<file path="config.mk">
export PLATFORM = sky130hd
export DESIGN_NAME = aes_kat_bist_flat
export DESIGN_NICKNAME = d
export VERILOG_FILES = /design/src/rtl/aes_kat_bist_if.sv /design/src/rtl/aes_kat_bist.sv /design/src/flat_wrapper.sv
export SDC_FILE = /design/constraint.sdc
export NUM_CORES = 2
export LEC_CHECK = 0
export ABC_AREA = 1
export CAP_MARGIN = 10
export CORE_AREA = 2 2 374 376
export DETAILED_ROUTE_END_ITERATION = 8
export DIE_AREA = 0 0 376 378
export SETUP_SLACK_MARGIN = 0.15
export SYNTH_ARGS = -nofsm -noshare
export SYNTH_HDL_FRONTEND = slang
export SYNTH_SLANG_ARGS = --single-unit
export TNS_END_PERCENT = 20
</file>
<file path="constraint.sdc">
create_clock -name clk -period 3.3 [get_ports clk]
set_input_delay 0.66 -clock clk [delete_from_list [all_inputs] [get_ports clk]]
set_output_delay 0.66 -clock clk [all_outputs]
set_load 0.005 [all_outputs]
</file>
<file path="src/rtl/aes_kat_bist_if.sv">
// Vector ROM and lockstep core bus shared by the KAT BIST controller (master)
// and the ROM/cores under test (slave).
interface aes_kat_bist_if #(
    parameter int NUM_CORES = 2,
    parameter int ADDR_W    = 3
);
    logic [ADDR_W-1:0]        vec_addr;
    logic [127:0]             vec_key;
    logic [127:0]             vec_pt;
    logic [127:0]             vec_ct;
    logic                     core_start;
    logic                     core_enc_dec;
    logic [127:0]             core_key_in;
    logic [127:0]             core_data_in;
    logic [NUM_CORES-1:0]     core_ready;
    logic [NUM_CORES*128-1:0] core_data_out;

    modport master (
        output vec_addr, core_start, core_enc_dec, core_key_in, core_data_in,
        input  vec_key, vec_pt, vec_ct, core_ready, core_data_out
    );
    modport slave (
        input  vec_addr, core_start, core_enc_dec, core_key_in, core_data_in,
        output vec_key, vec_pt, vec_ct, core_ready, core_data_out
    );
endinterface

</file>
<file path="src/rtl/aes_kat_bist.sv">
// Known-answer BIST controller: runs every ROM vector through NUM_CORES lockstep
// AES cores (encrypt pass, then decrypt pass) and reports pass/fail and latency.

// Per-core capture, timeout marking and worst-case latency tracking.
module aes_kat_lane #(
    parameter int CNT_W = 8
) (
    input  logic             clk,
    input  logic             rst_n,
    input  logic             clr,
    input  logic             load,
    input  logic             sample,
    input  logic             to_mark,
    input  logic             chk,
    input  logic             enc,
    input  logic [CNT_W-1:0] cnt,
    input  logic             ready,
    input  logic [127:0]     dout,
    output logic             cap_nxt,
    output logic [127:0]     res,
    output logic             tout,
    output logic [CNT_W-1:0] lat_max_enc,
    output logic [CNT_W-1:0] lat_max_dec
);
    logic             cap;
    logic             grab;
    logic [CNT_W-1:0] lat;

    assign grab    = sample && ready && !cap;
    assign cap_nxt = cap || grab;

    always_ff @(posedge clk or negedge rst_n) begin
        if (!rst_n) begin
            cap         <= 1'b0;
            res         <= '0;
            tout        <= 1'b0;
            lat         <= '0;
            lat_max_enc <= '0;
            lat_max_dec <= '0;
        end else begin
            if (clr) begin
                lat_max_enc <= '0;
                lat_max_dec <= '0;
            end
            if (load) begin
                cap  <= 1'b0;
                tout <= 1'b0;
                lat  <= '0;
            end else if (grab) begin
                cap <= 1'b1;
                res <= dout;
                lat <= cnt;
            end else if (to_mark && !cap) begin
                tout <= 1'b1;
                lat  <= '1;
            end
            if (chk) begin
                if (enc && lat > lat_max_enc) lat_max_enc <= lat;
                if (!enc && lat > lat_max_dec) lat_max_dec <= lat;
            end
        end
    end
endmodule

module aes_kat_bist #(
    parameter int NUM_CORES = 2,
    parameter int NUM_VEC   = 8,
    parameter int ADDR_W    = 3,
    parameter int CNT_W     = 8,
    parameter int TIMEOUT   = 200,
    parameter int MASK_CYC  = 1
) (
    input  logic                       clk,
    input  logic                       rst_n,
    input  logic                       bist_start,
    input  logic                       stop_on_fail,
    aes_kat_bist_if.master             bus,
    output logic                       busy,
    output logic                       done,
    output logic                       pass,
    output logic [7:0]                 err_count,
    output logic [ADDR_W-1:0]          fail_vec,
    output logic                       fail_mode,
    output logic [NUM_CORES-1:0]       fail_core_mask,
    output logic [NUM_CORES*CNT_W-1:0] lat_max_enc,
    output logic [NUM_CORES*CNT_W-1:0] lat_max_dec
);
    typedef enum logic [2:0] {
        S_IDLE, S_FETCH, S_LOAD, S_START, S_WAIT, S_CHECK, S_DONE
    } state_t;

    localparam logic [CNT_W-1:0]  MASK_C = CNT_W'(MASK_CYC);
    localparam logic [CNT_W-1:0]  TO_C   = CNT_W'(TIMEOUT);
    localparam logic [ADDR_W-1:0] LAST_C = ADDR_W'(NUM_VEC - 1);

    state_t                        state;
    logic [ADDR_W-1:0]             vec_addr;
    logic                          core_start;
    logic                          enc;
    logic [127:0]                  key_in, data_in, expected;
    logic [CNT_W-1:0]              cnt;
    logic                          stop_lat, has_fail;

    logic                          run_clr, load_st, chk_st, sample, to_mark, all_cap, fail_any;
    logic [NUM_CORES-1:0]          cap_nxt, tout, own_bad, fail;
    logic [NUM_CORES-1:0][127:0]   res;
    logic [3:0]                    nfail;
    logic [8:0]                    err_sum;
    logic [7:0]                    err_next;

    assign bus.vec_addr     = vec_addr;
    assign bus.core_start   = core_start;
    assign bus.core_enc_dec = enc;
    assign bus.core_key_in  = key_in;
    assign bus.core_data_in = data_in;

    assign run_clr  = (state == S_IDLE || state == S_DONE) && bist_start;
    assign load_st  = (state == S_LOAD);
    assign chk_st   = (state == S_CHECK);
    // ready is ignored for the first MASK_CYC WAIT cycles to skip stale ready
    assign sample   = (state == S_WAIT) && (cnt > MASK_C);
    assign all_cap  = &cap_nxt;
    assign to_mark  = (state == S_WAIT) && (cnt == TO_C) && !all_cap;
    assign fail_any = |fail;

    for (genvar i = 0; i < NUM_CORES; i++) begin : g_lane
        aes_kat_lane #(.CNT_W(CNT_W)) u_lane (
            .clk         (clk),
            .rst_n       (rst_n),
            .clr         (run_clr),
            .load        (load_st),
            .sample      (sample),
            .to_mark     (to_mark),
            .chk         (chk_st),
            .enc         (enc),
            .cnt         (cnt),
            .ready       (bus.core_ready[i]),
            .dout        (bus.core_data_out[128*i +: 128]),
            .cap_nxt     (cap_nxt[i]),
            .res         (res[i]),
            .tout        (tout[i]),
            .lat_max_enc (lat_max_enc[CNT_W*i +: CNT_W]),
            .lat_max_dec (lat_max_dec[CNT_W*i +: CNT_W])
        );
        assign own_bad[i] = tout[i] || (res[i] != expected);
        // cross-check only against a healthy core 0 so its failure cannot cascade
        if (i == 0) begin : g_gold
            assign fail[i] = own_bad[i];
        end else begin : g_peer
            assign fail[i] = own_bad[i] || (!own_bad[0] && res[i] != res[0]);
        end
    end

    always_comb begin
        nfail = '0;
        for (int i = 0; i < NUM_CORES; i++) nfail = nfail + {3'b000, fail[i]};
    end

    assign err_sum  = {1'b0, err_count} + {5'b00000, nfail};
    assign err_next = err_sum[8] ? 8'hFF : err_sum[7:0];

    always_ff @(posedge clk or negedge rst_n) begin
        if (!rst_n) begin
            state          <= S_IDLE;
            vec_addr       <= '0;
            core_start     <= 1'b0;
            enc            <= 1'b1;
            key_in         <= '0;
            data_in        <= '0;
            expected       <= '0;
            cnt            <= '0;
            stop_lat       <= 1'b0;
            has_fail       <= 1'b0;
            busy           <= 1'b0;
            done           <= 1'b0;
            pass           <= 1'b0;
            err_count      <= '0;
            fail_vec       <= '0;
            fail_mode      <= 1'b0;
            fail_core_mask <= '0;
        end else begin
            core_start <= 1'b0;
            case (state)
                S_IDLE, S_DONE: if (bist_start) begin
                    busy           <= 1'b1;
                    done           <= 1'b0;
                    pass           <= 1'b0;
                    err_count      <= '0;
                    fail_vec       <= '0;
                    fail_mode      <= 1'b0;
                    fail_core_mask <= '0;
                    has_fail       <= 1'b0;
                    stop_lat       <= stop_on_fail;
                    enc            <= 1'b1;
                    vec_addr       <= '0;
                    state          <= S_FETCH;
                end
                S_FETCH: state <= S_LOAD;
                S_LOAD: begin
                    key_in     <= bus.vec_key;
                    data_in    <= enc ? bus.vec_pt : bus.vec_ct;
                    expected   <= enc ? bus.vec_ct : bus.vec_pt;
                    core_start <= 1'b1;
                    state      <= S_START;
                end
                S_START: begin
                    cnt   <= 1;
                    state <= S_WAIT;
                end
                S_WAIT: begin
                    if (all_cap || cnt == TO_C) state <= S_CHECK;
                    else                        cnt   <= cnt + 1'b1;
                end
                S_CHECK: begin
                    err_count <= err_next;
                    if (fail_any && !has_fail) begin
                        has_fail       <= 1'b1;
                        fail_vec       <= vec_addr;
                        fail_mode      <= enc;
                        fail_core_mask <= fail;
                    end
                    if (fail_any && stop_lat) begin
                        state <= S_DONE;
                        busy  <= 1'b0;
                        done  <= 1'b1;
                        pass  <= (err_next == 8'd0);
                    end else if (vec_addr != LAST_C) begin
                        vec_addr <= vec_addr + 1'b1;
                        state    <= S_FETCH;
                    end else if (enc) begin
                        enc      <= 1'b0;
                        vec_addr <= '0;
                        state    <= S_FETCH;
                    end else begin
                        state <= S_DONE;
                        busy  <= 1'b0;
                        done  <= 1'b1;
                        pass  <= (err_next == 8'd0);
                    end
                end
                default: state <= S_IDLE;
            endcase
        end
    end
endmodule

</file>
<file path="src/flat_wrapper.sv">
// flat-port wrapper written by rule: the top's interface ports become plain ports
module aes_kat_bist_flat 
#(
    parameter int NUM_CORES = 2,
    parameter int NUM_VEC   = 8,
    parameter int ADDR_W    = 3,
    parameter int CNT_W     = 8,
    parameter int TIMEOUT   = 200,
    parameter int MASK_CYC  = 1
)
  (clk, rst_n, bist_start, stop_on_fail, busy, done, pass, err_count, fail_vec, fail_mode, fail_core_mask, lat_max_enc, lat_max_dec, bus_vec_addr, bus_core_start, bus_core_enc_dec, bus_core_key_in, bus_core_data_in, bus_vec_key, bus_vec_pt, bus_vec_ct, bus_core_ready, bus_core_data_out);
  aes_kat_bist_if #(.NUM_CORES(NUM_CORES), .ADDR_W(ADDR_W)) bus_i ();
  input  logic clk;
  input  logic rst_n;
  input  logic bist_start;
  input  logic stop_on_fail;
  output logic busy;
  output logic done;
  output logic pass;
  output logic [7:0] err_count;
  output logic [ADDR_W-1:0] fail_vec;
  output logic fail_mode;
  output logic [NUM_CORES-1:0] fail_core_mask;
  output logic [NUM_CORES*CNT_W-1:0] lat_max_enc;
  output logic [NUM_CORES*CNT_W-1:0] lat_max_dec;
  output wire logic [$bits(bus_i.vec_addr)-1:0] bus_vec_addr;
  output wire logic [$bits(bus_i.core_start)-1:0] bus_core_start;
  output wire logic [$bits(bus_i.core_enc_dec)-1:0] bus_core_enc_dec;
  output wire logic [$bits(bus_i.core_key_in)-1:0] bus_core_key_in;
  output wire logic [$bits(bus_i.core_data_in)-1:0] bus_core_data_in;
  input wire logic [$bits(bus_i.vec_key)-1:0] bus_vec_key;
  input wire logic [$bits(bus_i.vec_pt)-1:0] bus_vec_pt;
  input wire logic [$bits(bus_i.vec_ct)-1:0] bus_vec_ct;
  input wire logic [$bits(bus_i.core_ready)-1:0] bus_core_ready;
  input wire logic [$bits(bus_i.core_data_out)-1:0] bus_core_data_out;
  assign bus_vec_addr = bus_i.vec_addr;
  assign bus_core_start = bus_i.core_start;
  assign bus_core_enc_dec = bus_i.core_enc_dec;
  assign bus_core_key_in = bus_i.core_key_in;
  assign bus_core_data_in = bus_i.core_data_in;
  assign bus_i.vec_key = bus_vec_key;
  assign bus_i.vec_pt = bus_vec_pt;
  assign bus_i.vec_ct = bus_vec_ct;
  assign bus_i.core_ready = bus_core_ready;
  assign bus_i.core_data_out = bus_core_data_out;
  aes_kat_bist #(.NUM_CORES(NUM_CORES), .NUM_VEC(NUM_VEC), .ADDR_W(ADDR_W), .CNT_W(CNT_W), .TIMEOUT(TIMEOUT), .MASK_CYC(MASK_CYC)) u_core (.clk(clk), .rst_n(rst_n), .bist_start(bist_start), .stop_on_fail(stop_on_fail), .bus(bus_i), .busy(busy), .done(done), .pass(pass), .err_count(err_count), .fail_vec(fail_vec), .fail_mode(fail_mode), .fail_core_mask(fail_core_mask), .lat_max_enc(lat_max_enc), .lat_max_dec(lat_max_dec));
endmodule
</file>
# Word-level counts from Yosys, hierarchy flattened
# Index checks and enable logic that the tools add are counted.
[totals]
ff_bits = 727
input_bits = 646
output_inout_bits = 310
wordCells = 189
[op_classes]
n_addsub = 4
order_cmp = 5
eq_ne = 22
n_mux = 73
bitwise_logic = 1
reduce_logical = 55
[ops]
columns = ["cell", "count"]
rows = [
  ["!= test 128 bit", 3],
  ["two-way mux 128 bit", 2],
  ["two-way mux 8 bit", 21],
  ["greater-than comparator 8 bit", 4],
  ["case mux 8 bit (2 select lines)", 2],
  ["two-way mux 3 bit", 10],
  ["two-way mux 1 bit", 26],
  ["case mux 3 bit (6 select lines)", 1],
  ["AND reduction 2 bit", 9],
  ["logical AND 1 bit", 17],
  ["!= test 2 bit, second input constant", 7],
  ["case mux 1 bit (2 select lines)", 6],
  ["case mux 3 bit (2 select lines)", 2],
  ["AND reduction 4 bit", 3],
  ["nonzero test 2 bit", 6],
  ["adder 8 x 4 -> 9 bit", 1],
  ["== test 3 bit, second input constant", 3],
  ["!= test 3 bit, second input constant", 3],
  ["adder 8 x 1 -> 8 bit, second input constant", 1],
  ["== test 8 bit, second input constant", 1],
  ["greater-than comparator 8 x 1 -> 1 bit, second input constant", 1],
  ["zero test 8 bit", 1],
  ["logical OR 1 bit", 7],
  ["== test 3 x 2 -> 1 bit, second input constant", 2],
  ["13 further kinds", 21],
]

# Longest topological paths before layout
[logic_depth]
ltp_word = 13
ltp_mapped = 22
mapped_depth_nobuf = 22

# Modules after synthesis
# A second synthesis with hierarchy kept.
[hier_totals]
cells_unflattened = 4158
hier_area_um2 = 35388.9
[by_module_without_submodules]
columns = ["mod", "n_inst", "cells_each", "area_each_um2", "seq_area_each_um2"]
rows = [
  ["aes_kat_bist", 1, 3198, 22639.2, 10486.3],
  ["aes_kat_lane", 2, 480, 6374.9, 3853.7],
]

# Worst setup path after synthesis
# Ideal clock, no wire load.
[synth_path]
path_kind = "register to register"
start = "register u_core.expected[122]"
end = "register u_core.pass"
setup_time_ns = 0.065
arrival_time_ns = 2.698
required_ns = 3.235
slack_ns = 0.537
stages_incl_launch_ff = 20
n_path_buf = 0
period_less_slack_ns = 2.763
cell_sequence = "dfrtp_1 > xnor2_1 > nand2_1 > nor2_1 > nand2_1 > nor2_1 > nand2_1 > nor2_1 > inv_1 > nor2_1 > ha_1 > ha_1 > fa_1 > nand2_1 > nor2_1 > xor2_1 > nor2_1 > nand4_1 > nand3b_1 > nand2_1"
[synth_between]
elab_chain_cells = 13
word_cells_on_any_way = 20
cone_classes = "2 x add/sub; 4 x eq/ne; 5 x mux; 9 x reduce/logical"
[synth_lines]
columns = ["element", "line", "text"]
rows = [
  ["start: declaration", "aes_kat_bist.sv:100", "logic [127:0] key_in, data_in, expected;"],
  ["start signal: assignment", "aes_kat_bist.sv:202", "expected <= enc ? bus.vec_ct : bus.vec_pt;"],
  ["!= test 128 bit", "aes_kat_bist.sv:145", "assign own_bad[i] = tout[i] || (res[i] != expected);"],
  ["logical OR 1 bit", "aes_kat_bist.sv:145", ""],
  ["zero test 1 bit", "aes_kat_bist.sv:150", "assign fail[i] = own_bad[i] || (!own_bad[0] && res[i] != res[0]);"],
  ["logical AND 1 bit", "aes_kat_bist.sv:150", ""],
  ["logical OR 1 bit", "aes_kat_bist.sv:150", ""],
  ["adder 1 x 1 -> 2 bit", "aes_kat_bist.sv:156", "for (int i = 0; i < NUM_CORES; i++) nfail = nfail + {3'b000, fail[i]};"],
  ["adder 8 x 4 -> 9 bit", "aes_kat_bist.sv:159", "assign err_sum = {1'b0, err_count} + {5'b00000, nfail};"],
  ["two-way mux 8 bit", "aes_kat_bist.sv:160", "assign err_next = err_sum[8] ? 8'hFF : err_sum[7:0];"],
  ["zero test 8 bit", "aes_kat_bist.sv:226, aes_kat_bist.sv:238", ""],
  ["two-way mux 1 bit", "aes_kat_bist.sv:230", "end else if (enc) begin"],
  ["two-way mux 1 bit", "aes_kat_bist.sv:227", "end else if (vec_addr != LAST_C) begin"],
  ["two-way mux 1 bit", "aes_kat_bist.sv:222", "if (fail_any && stop_lat) begin"],
  ["case mux 1 bit (2 select lines)", "aes_kat_bist.sv:183", "case (state)"],
  ["end signal: assignment", "aes_kat_bist.sv:226", "pass <= (err_next == 8'd0);"],
  ["end signal: assignment", "aes_kat_bist.sv:238", "pass <= (err_next == 8'd0);"],
  ["end: declaration", "aes_kat_bist.sv:80", "output logic pass,"],
]
# Several ways; a longest one is shown, not always the timed one. The select of a mux whose other input is x is not followed.
# A chain may end at the register's enable or synchronous reset.

# Worst setup path after layout
[layout_path]
start = "register u_core.expected[56]"
end = "register u_core.pass"
# The elaborated chain is that of the path after synthesis.

==> reports/qor.txt <==
FILL cells: 14190
# H-tree levels: 3
Final GP Congestion: 0.9189
Post-Syn Nets: 5125
Final setup vio count: 2
Slew Limit Headroom: 47.61%
Slowest stage cell, crit path: dfrtp_1
Comb pwr share: 42.1%
Final core utilization: 37.50%
EDFF count, synth: 0
Adder-cell share of the synthesized area: 1.517%
Reg area: 18200 um^2
Pins Over Slew Limit: 0
Synth top area share: 51.72%
Cell Chain, Critical Path: buf_6 -> nand2_4 -> nand4_1 -> nor2_1 -> nand2_1 -> nor2_1 -> nand2_1 -> nor2_4 -> inv_2 -> nor2_4 -> buf_6 -> ha_4 -> ha_4 -> fa_2 -> nand2_4 -> nor2_2 -> xor2_1 -> nor2_1 -> nand4_1 -> nand3b_1 -> nand2_1
Simple logic cell fraction of the synthesized area: 22.15%
Sw Share: 38.15%
Gr ovfl total: 0
Yosys warns: 0
Slew @ Worst Pin: 0.7776 ns
IO Pins: 956
Crit-path max FO: 4
Area share of xor/xnor cells in the synthesized design: 2.020%
Final Net Count: 6218
Die height: 378 um
Area fraction in compound gates after synthesis: 12.31%
DR vias: 33940
Synth Area per Inst: 7.917 um^2
Clock power share: 23.8%
Final Hold Fails: 0
Width of the die: 376 um
Startpoint types: flop
Tmin final: 3.391 ns
Multi-input logic area: 14320 um^2
Vias/cell: 4.549
CTS root buffer: clkbuf_16
Net Sw Power: 0.01721 W
Internal power: 0.02790 W
Crit Path Class: reg2reg
Layout cells sized above 1: 9.373%
Clock Latency Late Sink: 0.72 ns
Routed WL: 166000 um
Arrival @ worst endpoint: 4.03 ns
Port-buffer cells: 955
MaxCap Viol Count: 0
Main combinational cell family by area after synthesis: simple AND/OR/NAND/NOR gates
Total track usage: 22.68%
Routed Antenna Nets: 0
Max Clk Rate: 0.2949 GHz
Synth area leaders: dfrtp_1 (52%), nand2_1 (17%), o21ai_0 (7.8%), inv_1 (5.6%), nor2_1 (2.4%)
Multiplexer share of the synthesized area: 2.148%
Flop pwr share: 34.1%
Largest net degree at the start of global routing: 106
Cell Rows: 137
CTS tree: yes
Sequential area share after synthesis: 51.79%
Yosys reg bits: 727
Endpoint class of the critical path: flop
Most common cell in the netlist: nand2_1
Worst EP required: 3.93 ns
Power per cell area: 868.6 nW/um^2
Initial Util: 25.36%
Post-route non-filler standard cell count: 7460
Worst Hold Slack: 0.4677 ns
P&R area growth vs syn: 47.85%
Vias in the first global route: 33100
Hold crit path type: reg2reg
Final Cycle Share: 102.8%
P_leak: 24.81 nW
Clock Tree Buf Depth: 3
Drt wl/cell: 22.25 um
Synth area leader: dfrtp_1
Number of remaining DRC errors: 0
Yosys cell types: 42
Status: finished, violations left
Maximum VDD drop: 0.0004495 V
Synth Flop Type: dfrtp_1
Initial antenna violation count: 99
Worst Skew: 0.03668 ns
CTS buffer count: 92
Syn Inst Count: 4437
RSZ-0062 raised after global routing: true
Final setup TNS: -0.09583 ns
Global-route wire length before repair: 233000 um
CP max stage delay: 0.41 ns
Worst-path clk slew: 0.06 ns
First DRT Iteration DRCs: 2617
Failing checks: negative setup slack
Drt pass-1 iters: 5
HPWL after DPL: 130200 um
Mapped Area: 35130 um^2
Placed instance count: 7238
CTS Sinks: 727
FFs w/ async S/R, synth: 100.0%
CORE AREA: 138500 um^2
DIE AREA: 142100 um^2
Final worst slack: -0.09118 ns
Post-synth top cells: nand2_1 (1622), dfrtp_1 (726), o21ai_0 (548)
==> power by group through the flow <==
stage	sequential [W]	combinational [W]	clock (W)
6_report	0.0154	0.0190	0.0107
5_1_grt	0.0158	0.0211	0.0113
4_1_cts	0.0153	0.0192	0.0110
3_5_place_dp	0.0154	0.0190	0
3_3_place_gp	0.0153	0.0188	0
2_1_floorplan	0.0150	0.00839	0
==> state kept, by name (all words and copies together) (netlist names), 3 cells and up <==
signal                            flops
u_core.g_lane.u_lane.lat_max_dec     16
u_core.fail_vec                       3
u_core.err_count                      8
u_core.cnt                            8
u_core.expected                     128
u_core.bus.vec_addr                   3
u_core.g_lane.u_lane.lat_max_enc     16
u_core.g_lane.u_lane.lat             16
u_core.g_lane.u_lane.res            256
u_core.bus.core_data_in             128
u_core.bus.core_key_in              128
u_core.state                          3
==> worst paths after layout <==
path	to	start	cells past startpoint	slack [ns]
max	u_core.pass	u_core.expected[56]	21	-0.09
min in group asynchronous	u_core.bus.core_data_in[68]	rst_n	2	0.52
min	u_core.bus.core_key_in[24]	u_core.bus.core_key_in[24]	2	0.47
max reg2reg	u_core.pass	u_core.expected[56]	21	-0.09
max in group asynchronous	u_core.g_lane[0].u_lane.lat_max_enc[7]	rst_n	3	1.69
min reg2reg	u_core.bus.core_key_in[24]	u_core.bus.core_key_in[24]	2	0.47
==> through the flow <==
| step | power [W] | instance area, um^2 | setup WS, ns |
|---|---|---|---|
| 3_5_place_dp | 0.03436 | 48360 | -0.8162 |
| 3_3_place_gp | 0.03409 | 48360 | -0.8072 |
| 6_report | 0.04511 | 51930 | -0.09118 |
| 4_1_cts | 0.04549 | 51750 | -0.1044 |
| 5_1_grt | 0.04824 | 51900 | -0.2432 |
| 2_1_floorplan | 0.02335 | 35130 | 0.5370 |
==> per-layer routing <==
metal	wire length (um)	track usage [%]	vias to the layer above
li1	-	-	16230
met1	67810	28.51	16220
met2	77560	36.31	1146
met3	14400	6.885	289
met5	331	0	-
met4	5852	9.057	56
==> logic make-up after synthesis <==
logic type	Yosys count
AOI/OAI and AO/OA	795
xor gates and xnor gates	81
adders and majority gates	42
buffers and inverters	731
DFF	727
muxes	67
and+or+nand+nor	1994
==> critical path: cells and delay by family (launching register included) <==
family	cells	cell delay (ns)
adders and majority gates	3	0.73
buffers and inverters	3	0.31
xor gates and xnor gates	1	0.14
and+or+nand+nor	14	1.75
DFF	1	0.41
==> area by class of cell <==
type,count,area share (%)
tap,1807,4.353
inverter,531,3.872
clock buffer,133,5.158
clock inverter,32,0.9829
antenna,52,0.2506
timing repair buffer,1199,22.78
multi-input combinational,2979,27.56
sequential,727,35.04
==> timing repair <==
action                                 CTS  global route
setup buffers                            3             1
cloned                                   0             0
endpoints found under the hold margin   36             0
resized for setup                       41            15
setup endpoints to repair               23            16
hold buffers                             1             0
pin swaps                               15             9
==> cells in the final DEF, fill, tap and decap left out, types with 75 or more instances in the layout <==
| cell | count |
|---|---|
| nand2_1 | 1615 |
| o21ai_0 | 545 |
| inv_1 | 522 |
| a21oi_1 | 82 |
| buf_4 | 207 |
| nor2_1 | 216 |
| o211ai_1 | 106 |
| dfrtp_1 | 726 |
| clkdlybuf4s50_1 | 954 |
| nand3_1 | 75 |
| clkbuf_16 | 94 |
(Power assumes the default switching activity.)
